## src/rtl/instr_loader_pkg.sv

```systemverilog
// Shared types and constants for the instruction-memory loader.
// Holds the loader state encoding, the default memory depth and the header width.
package instr_loader_pkg;

  typedef enum logic [2:0] {
    IDLE   = 3'd0,
    LEN_LO = 3'd1,
    LEN_HI = 3'd2,
    DATA   = 3'd3,
    DONE   = 3'd4
  } state_t;

  localparam int DEF_MEM_WORDS = 1024;
  localparam int LEN_W         = 16;

endpackage

```

## src/rtl/instr_mem_loader_byte_packer.sv

```systemverilog
// Gathers four accepted bytes into a little-endian 32-bit word.
// The completed word is presented combinationally on the edge-cycle of the fourth byte.
module byte_packer (
  input  logic        clk,
  input  logic        rst,
  input  logic        i_clr,
  input  logic        i_acc,
  input  logic [7:0]  i_byte,
  output logic [31:0] o_word,
  output logic        o_word_done
);

  logic [1:0]  r_cnt;
  logic [31:0] r_word;

  // New bytes enter at the top, so after four shifts the first byte sits in [7:0].
  assign o_word      = {i_byte, r_word[31:8]};
  assign o_word_done = i_acc && (r_cnt == 2'd3);

  always_ff @(posedge clk or negedge rst) begin
    if (!rst) begin
      r_cnt  <= '0;
      r_word <= '0;
    end else if (i_clr) begin
      r_cnt  <= '0;
      r_word <= '0;
    end else if (i_acc) begin
      r_cnt  <= r_cnt + 2'd1;
      r_word <= o_word;
    end
  end

endmodule

```

## src/rtl/instr_mem_loader.sv

```systemverilog
// Loads a length-prefixed little-endian byte stream into instruction memory.
// Holds the core in reset (busy) while words are written one WE pulse at a time.
module instr_mem_loader
  import instr_loader_pkg::*;
#(
  parameter int          MEM_WORDS = DEF_MEM_WORDS,
  parameter logic [31:0] BASE_ADDR = 32'h0000_0000
) (
  input  logic        clk,
  input  logic        rst,
  input  logic        start,
  input  logic        in_valid,
  input  logic [7:0]  in_data,
  output logic        in_ready,
  output logic        WE,
  output logic [31:0] A,
  output logic [31:0] WD,
  output logic        busy,
  output logic        done,
  output logic        err,
  output state_t      dbg_state
);

  // Byte handshake: a byte moves on a rising edge only when in_valid and in_ready are both 1.
  localparam int IDX_W = $clog2(MEM_WORDS + 1);

  state_t             r_state;
  state_t             w_state_nxt;
  logic [LEN_W-1:0]   r_count;
  logic [IDX_W-1:0]   r_words;
  logic               r_fin;
  logic               r_we;
  logic [31:0]        r_addr;
  logic [31:0]        r_wd;
  logic               r_done;
  logic               r_err;

  logic               w_active;
  logic               w_acc;
  logic               w_start_ok;
  logic [LEN_W-1:0]   w_len;
  logic               w_len_bad;
  logic               w_pk_acc;
  logic [31:0]        w_word;
  logic               w_word_done;
  logic               w_last_word;

  assign w_active    = (r_state == LEN_LO) || (r_state == LEN_HI) || (r_state == DATA);
  assign w_acc       = in_valid && w_active;
  assign w_start_ok  = start && ((r_state == IDLE) || (r_state == DONE));
  assign w_len       = {in_data, r_count[7:0]};
  assign w_len_bad   = (w_len == '0) || (32'(w_len) > 32'(MEM_WORDS));
  // Bytes offered after the final word, while its WE pulse is out, are dropped.
  assign w_pk_acc    = w_acc && (r_state == DATA) && !r_fin;
  assign w_last_word = ((LEN_W'(r_words) + LEN_W'(1)) == r_count);

  assign in_ready  = w_active;
  assign busy      = w_active;
  assign WE        = r_we;
  assign A         = r_addr;
  assign WD        = r_wd;
  assign done      = r_done;
  assign err       = r_err;
  assign dbg_state = r_state;

  byte_packer u_packer (
    .clk         (clk),
    .rst         (rst),
    .i_clr       (w_start_ok),
    .i_acc       (w_pk_acc),
    .i_byte      (in_data),
    .o_word      (w_word),
    .o_word_done (w_word_done)
  );

  always_ff @(posedge clk or negedge rst) begin
    if (!rst) r_state <= IDLE;
    else      r_state <= w_state_nxt;
  end

  always_comb begin
    w_state_nxt = r_state;
    case (r_state)
      IDLE, DONE: if (start) w_state_nxt = LEN_LO;
      LEN_LO:     if (w_acc) w_state_nxt = LEN_HI;
      LEN_HI:     if (w_acc) w_state_nxt = w_len_bad ? DONE : DATA;
      DATA:       if (r_fin) w_state_nxt = DONE;
      default:    w_state_nxt = IDLE;
    endcase
  end

  always_ff @(posedge clk or negedge rst) begin
    if (!rst) begin
      r_count <= '0;
      r_words <= '0;
      r_fin   <= 1'b0;
      r_we    <= 1'b0;
      r_addr  <= '0;
      r_wd    <= '0;
      r_done  <= 1'b0;
      r_err   <= 1'b0;
    end else begin
      r_we <= 1'b0;
      if (w_start_ok) begin
        r_done  <= 1'b0;
        r_err   <= 1'b0;
        r_words <= '0;
        r_fin   <= 1'b0;
      end
      if (w_acc && (r_state == LEN_LO)) r_count[7:0] <= in_data;
      if (w_acc && (r_state == LEN_HI)) begin
        r_count[15:8] <= in_data;
        if (w_len_bad) begin
          r_err  <= 1'b1;
          r_done <= 1'b1;
        end
      end
      if ((r_state == DATA) && w_word_done) begin
        r_we    <= 1'b1;
        r_wd    <= w_word;
        r_addr  <= BASE_ADDR + (32'(r_words) << 2);
        r_words <= r_words + IDX_W'(1);
        if (w_last_word) r_fin <= 1'b1;
      end
      // done rises on the edge that ends the final WE pulse.
      if ((r_state == DATA) && r_fin) begin
        r_fin  <= 1'b0;
        r_done <= 1'b1;
      end
    end
  end

endmodule

```

## config.mk

```make
export PLATFORM = sky130hd
export DESIGN_NAME = instr_mem_loader
export DESIGN_NICKNAME = d
export VERILOG_FILES = /design/src/rtl/instr_loader_pkg.sv /design/src/rtl/instr_mem_loader_byte_packer.sv /design/src/rtl/instr_mem_loader.sv
export SDC_FILE = /design/constraint.sdc
export NUM_CORES = 1
export LEC_CHECK = 0
export BUFFER_PORTS_ARGS = -buffer_cell sky130_fd_sc_hd__buf_2
export CORE_AREA = 2 2 105 107
export CTS_CLUSTER_SIZE = 25
export DETAILED_ROUTE_END_ITERATION = 7
export DIE_AREA = 0 0 107 109
export PLACE_DENSITY = 0.65
export SYNTH_ARGS = -nofsm -noshare
export SYNTH_HDL_FRONTEND = slang
export SYNTH_SLANG_ARGS = --single-unit
```

## constraint.sdc

```tcl
create_clock -name clk -period 1.9 [get_ports clk]
set_input_delay 0.19 -clock clk [delete_from_list [all_inputs] [get_ports clk]]
set_output_delay 0.19 -clock clk [all_outputs]
set_load 0.02 [all_outputs]
```

==> impl_metrics.yaml <==
outcome:
  run_status: "complete, no violations"
die:
  design.die.area_um2: 11700
  core.rowCount: 38
  initial_utilization_pct: 43.9
  io_pins: 84
  die_w_um: 107
  placeableCoreArea_um2: 10600
  die_y_um: 109
cts:
  clock_insertion_delay_worst_skew_ns: 0.38
  clock_transition_at_path_regs_ns: 0.10
  cts_tree: "done"
  cts_sinks: 103
  cts_htree_levels: 3
  ctsRootBufferMaster: "sky130_fd_sc_hd__clkbuf_8"
  cts_made_buffers: 9
  cts_max_path_buffers: 2
flow_run:
  cap_violations: 0
power:
  power_frac_clock_pct: 22.4
  cellInternalPower_mw: 4.43
  power.switching_mw: 2.48
  total_leakage_power_nw: 2.78
  power.share.combinational_pct: 30.3
  power.ir.vdd_worst_v: 0.000601
  switching_share_pct: 35.9
  sequentialPowerShare_pct: 47.3
  powerDensity_nw_per_um2: 1280
routing:
  initialDrtViolationCount: 186
  detail_route.wl_per_cell_um: 14.1
  detail_route.vias_per_cell: 4.98
  detailroute.via_count: 3541
  total_wirelength_of_the_detailed_routed_design_um: 10000
  drc: 0
  dr.pass1.iters: 4
  postRouteAntennaNets: 0
cells_and_area:
  flow.area_growth_from_synthesis_pct: 16.2
  multi_input_area_um2: 1900
  finish.net_count: 580
  drive_above_1_share_pct: 22.6
  antennaDiodeCount: 0
  sequential_cell_area_um2: 2580
  final.fill_count: 1030
yosys:
  syn_avg_cell_area_um2: 9.30
  ys_dominant_reg_cell: "sky130_fd_sc_hd__dfrtp_1"
  synth_top_area_share_pct: 55.4
  synth_top_cells_by_area: "sky130_fd_sc_hd__dfrtp_1 (55%), sky130_fd_sc_hd__nand2_1 (15%), sky130_fd_sc_hd__o21ai_0 (4.2%)"
  synth_warnings: 0
  synth_async_sr_flop_share_pct: 100
  synth.top_cells.by_count: "sky130_fd_sc_hd__nand2_1 (192), sky130_fd_sc_hd__dfrtp_1 (103), sky130_fd_sc_hd__o21ai_0 (39), sky130_fd_sc_hd__buf_4 (24), sky130_fd_sc_hd__clkbuf_1 (18)"
  synth_cells: 500
  yosys.cell_count.top_type: "sky130_fd_sc_hd__nand2_1"
  synth_largest_area_cell: "sky130_fd_sc_hd__dfrtp_1"
  mappedNetlistArea_um2: 4650
  synth-seq-area-share_pct: 55.4
  synthDistinctLibCells: 44
  ys_seq_elements: 103
  synth-edff-count: 0
timing:
  maxClockFrequency_mhz: 574
  clock-skew-final_ns: 0.0147
  final-setup-viol-count: 0
  finalCriticalPeriod_ns: 1.74
  timing.final.max_slew_violations: 0
  finalHoldViolCount: 0
  setup_tns_ns: 0
  fin_hold_ws_ns: 0.0460
  rsz0062_at_grt: "no"
  fin_crit_sh_pct: 91.6
critical_path:
  cp_data_arrival_time_ns: 2.05
  worst_setup_path_end_kind: "flop"
  worst-path-max-fanout: 5
  slowest_stage: "sky130_fd_sc_hd__or3_1"
  worst-endpoint-required_ns: 2.21
  critical_path.cell_chain: "nand4_4, or3_1, mux2i_1, nor3b_1, nor3_2, o21ai_1"
  crit_type: "reg2reg"
  critical_path.startpoint_type: "flop"
  cpPeakStageDelay_ns: 0.50
place:
  port_buffers: 62
  globalplace.congestion: 0.870
  detailedPlacementHpwl_um: 6960
global_route:
  number_of_global_route_vias_before_repair: 3360
  grt_usage_pct: 18.1
  globalRouteOverflowTotal: 0
  antenna_found_initial: 0
  first_pass_grt_wire_length_um: 16600
  grt_start_max_net_pins: 54
hold_path:
  min-delay-path-class: "in2reg"
power by group through the flow:
| stage | Combinational [mW] | Sequential (mW) | Clock [mW] |
|---|---|---|---|
| after floorplan | 1.26 | 3.46 | 0 |
| after global placement | 2.03 | 3.27 | 0 |
| after detailed placement | 2.10 | 3.29 | 0 |
| final | 2.09 | 3.27 | 1.55 |
| after CTS | 2.10 | 3.25 | 1.59 |
| after global routing | 2.33 | 3.36 | 1.68 |
stage by stage:
step           std cells  worst slack (ns)  utilization, %  cell area, µm²  total power, mW
6_report             711             0.159            51.0            5400             6.91
5_1_grt              711            0.0184            51.0            5400             7.38
4_1_cts              711            0.0722            50.6            5360             6.95
3_5_place_dp         694            0.0869            48.4            5130             5.39
3_3_place_gp         694             0.114            48.4            5130             5.30
2_1_floorplan        520            0.0602               -            4730             4.73
worst max-delay path, delay by kind of cell, from the launching register on:
family          cells  cell delay [ns]
flops               1             0.48
simple gates        4             0.92
compound gates      1             0.12
mux                 1             0.16
placed cells by master (no fill, tap or decap), drive strengths merged, types with 5 or more instances in the layout:
cell / n
nand2: 192
dfrtp: 103
buf: 82
o21ai: 40
conb: 21
mux2: 17
nor2: 16
xnor2: 10
a21oi: 10
clkbuf: 9
nand3: 9
nor3: 6
xor2: 5
o31ai: 5
inv: 5
path summary, 6_finish.rpt:
check	slack [ns]	cells after the start	start	end
setup / recovery	0.16	6	r_words[6]	r_fin
hold / removal	0.05	2	start	dbg_state[2]
setup reg to reg	0.16	6	r_words[6]	r_fin
hold reg to reg	0.48	2	u_packer.r_word[14]	WD[6]
max in group asynchronous	0.91	3	rst	r_words[5]
min in group asynchronous	0.30	2	rst	u_packer.r_word[21]
cells by family after synthesis:
logic type                 share of synthesized area (%)
and+or+nand+nor                                     22.1
DFF                                                 55.4
AOI/OAI and AO/OA                                   8.29
buffers and inverters                               6.19
muxes                                               4.55
xor gates and xnor gates                            2.82
adders and majority gates                          0.538
other                                             0.0806
per-layer routing:
metal / routed length (µm) / vias up / GRT usage, %
met5: 0 / - / 0
li1: - / 1732 / -
met3: 570 / 11 / 4.12
met2: 4550 / 101 / 27.0
met1: 4740 / 1697 / 26.2
met4: 157 / 0 / 6.49
registers in the layout, summed over array words and instances (netlist names):
register,flops
A,11
err,1
WD,32
r_words,11
done,1
r_fin,1
WE,1
u_packer.r_word,24
r_count,16
dbg_state,3
u_packer.r_cnt,2
area by class of cell:
cell class                 count  share of cell area, %
inverter                       3                  0.208
timing repair buffer          83                   9.45
sequential                   103                   47.7
clock buffer                   9                   2.29
tap                          140                   3.24
multi-input combinational    366                   35.2
clock inverter                 7                   1.90
repair_timing:
item / CTS / global route
endpoints found under the hold margin: 32 / 0
endpoints found under the setup margin: 0 / 14
hold buffers: 1 / 0
resized for setup: 0 / 9
setup buffers: 0 / 0
Note: power is estimated with default switching activity, not from simulation.
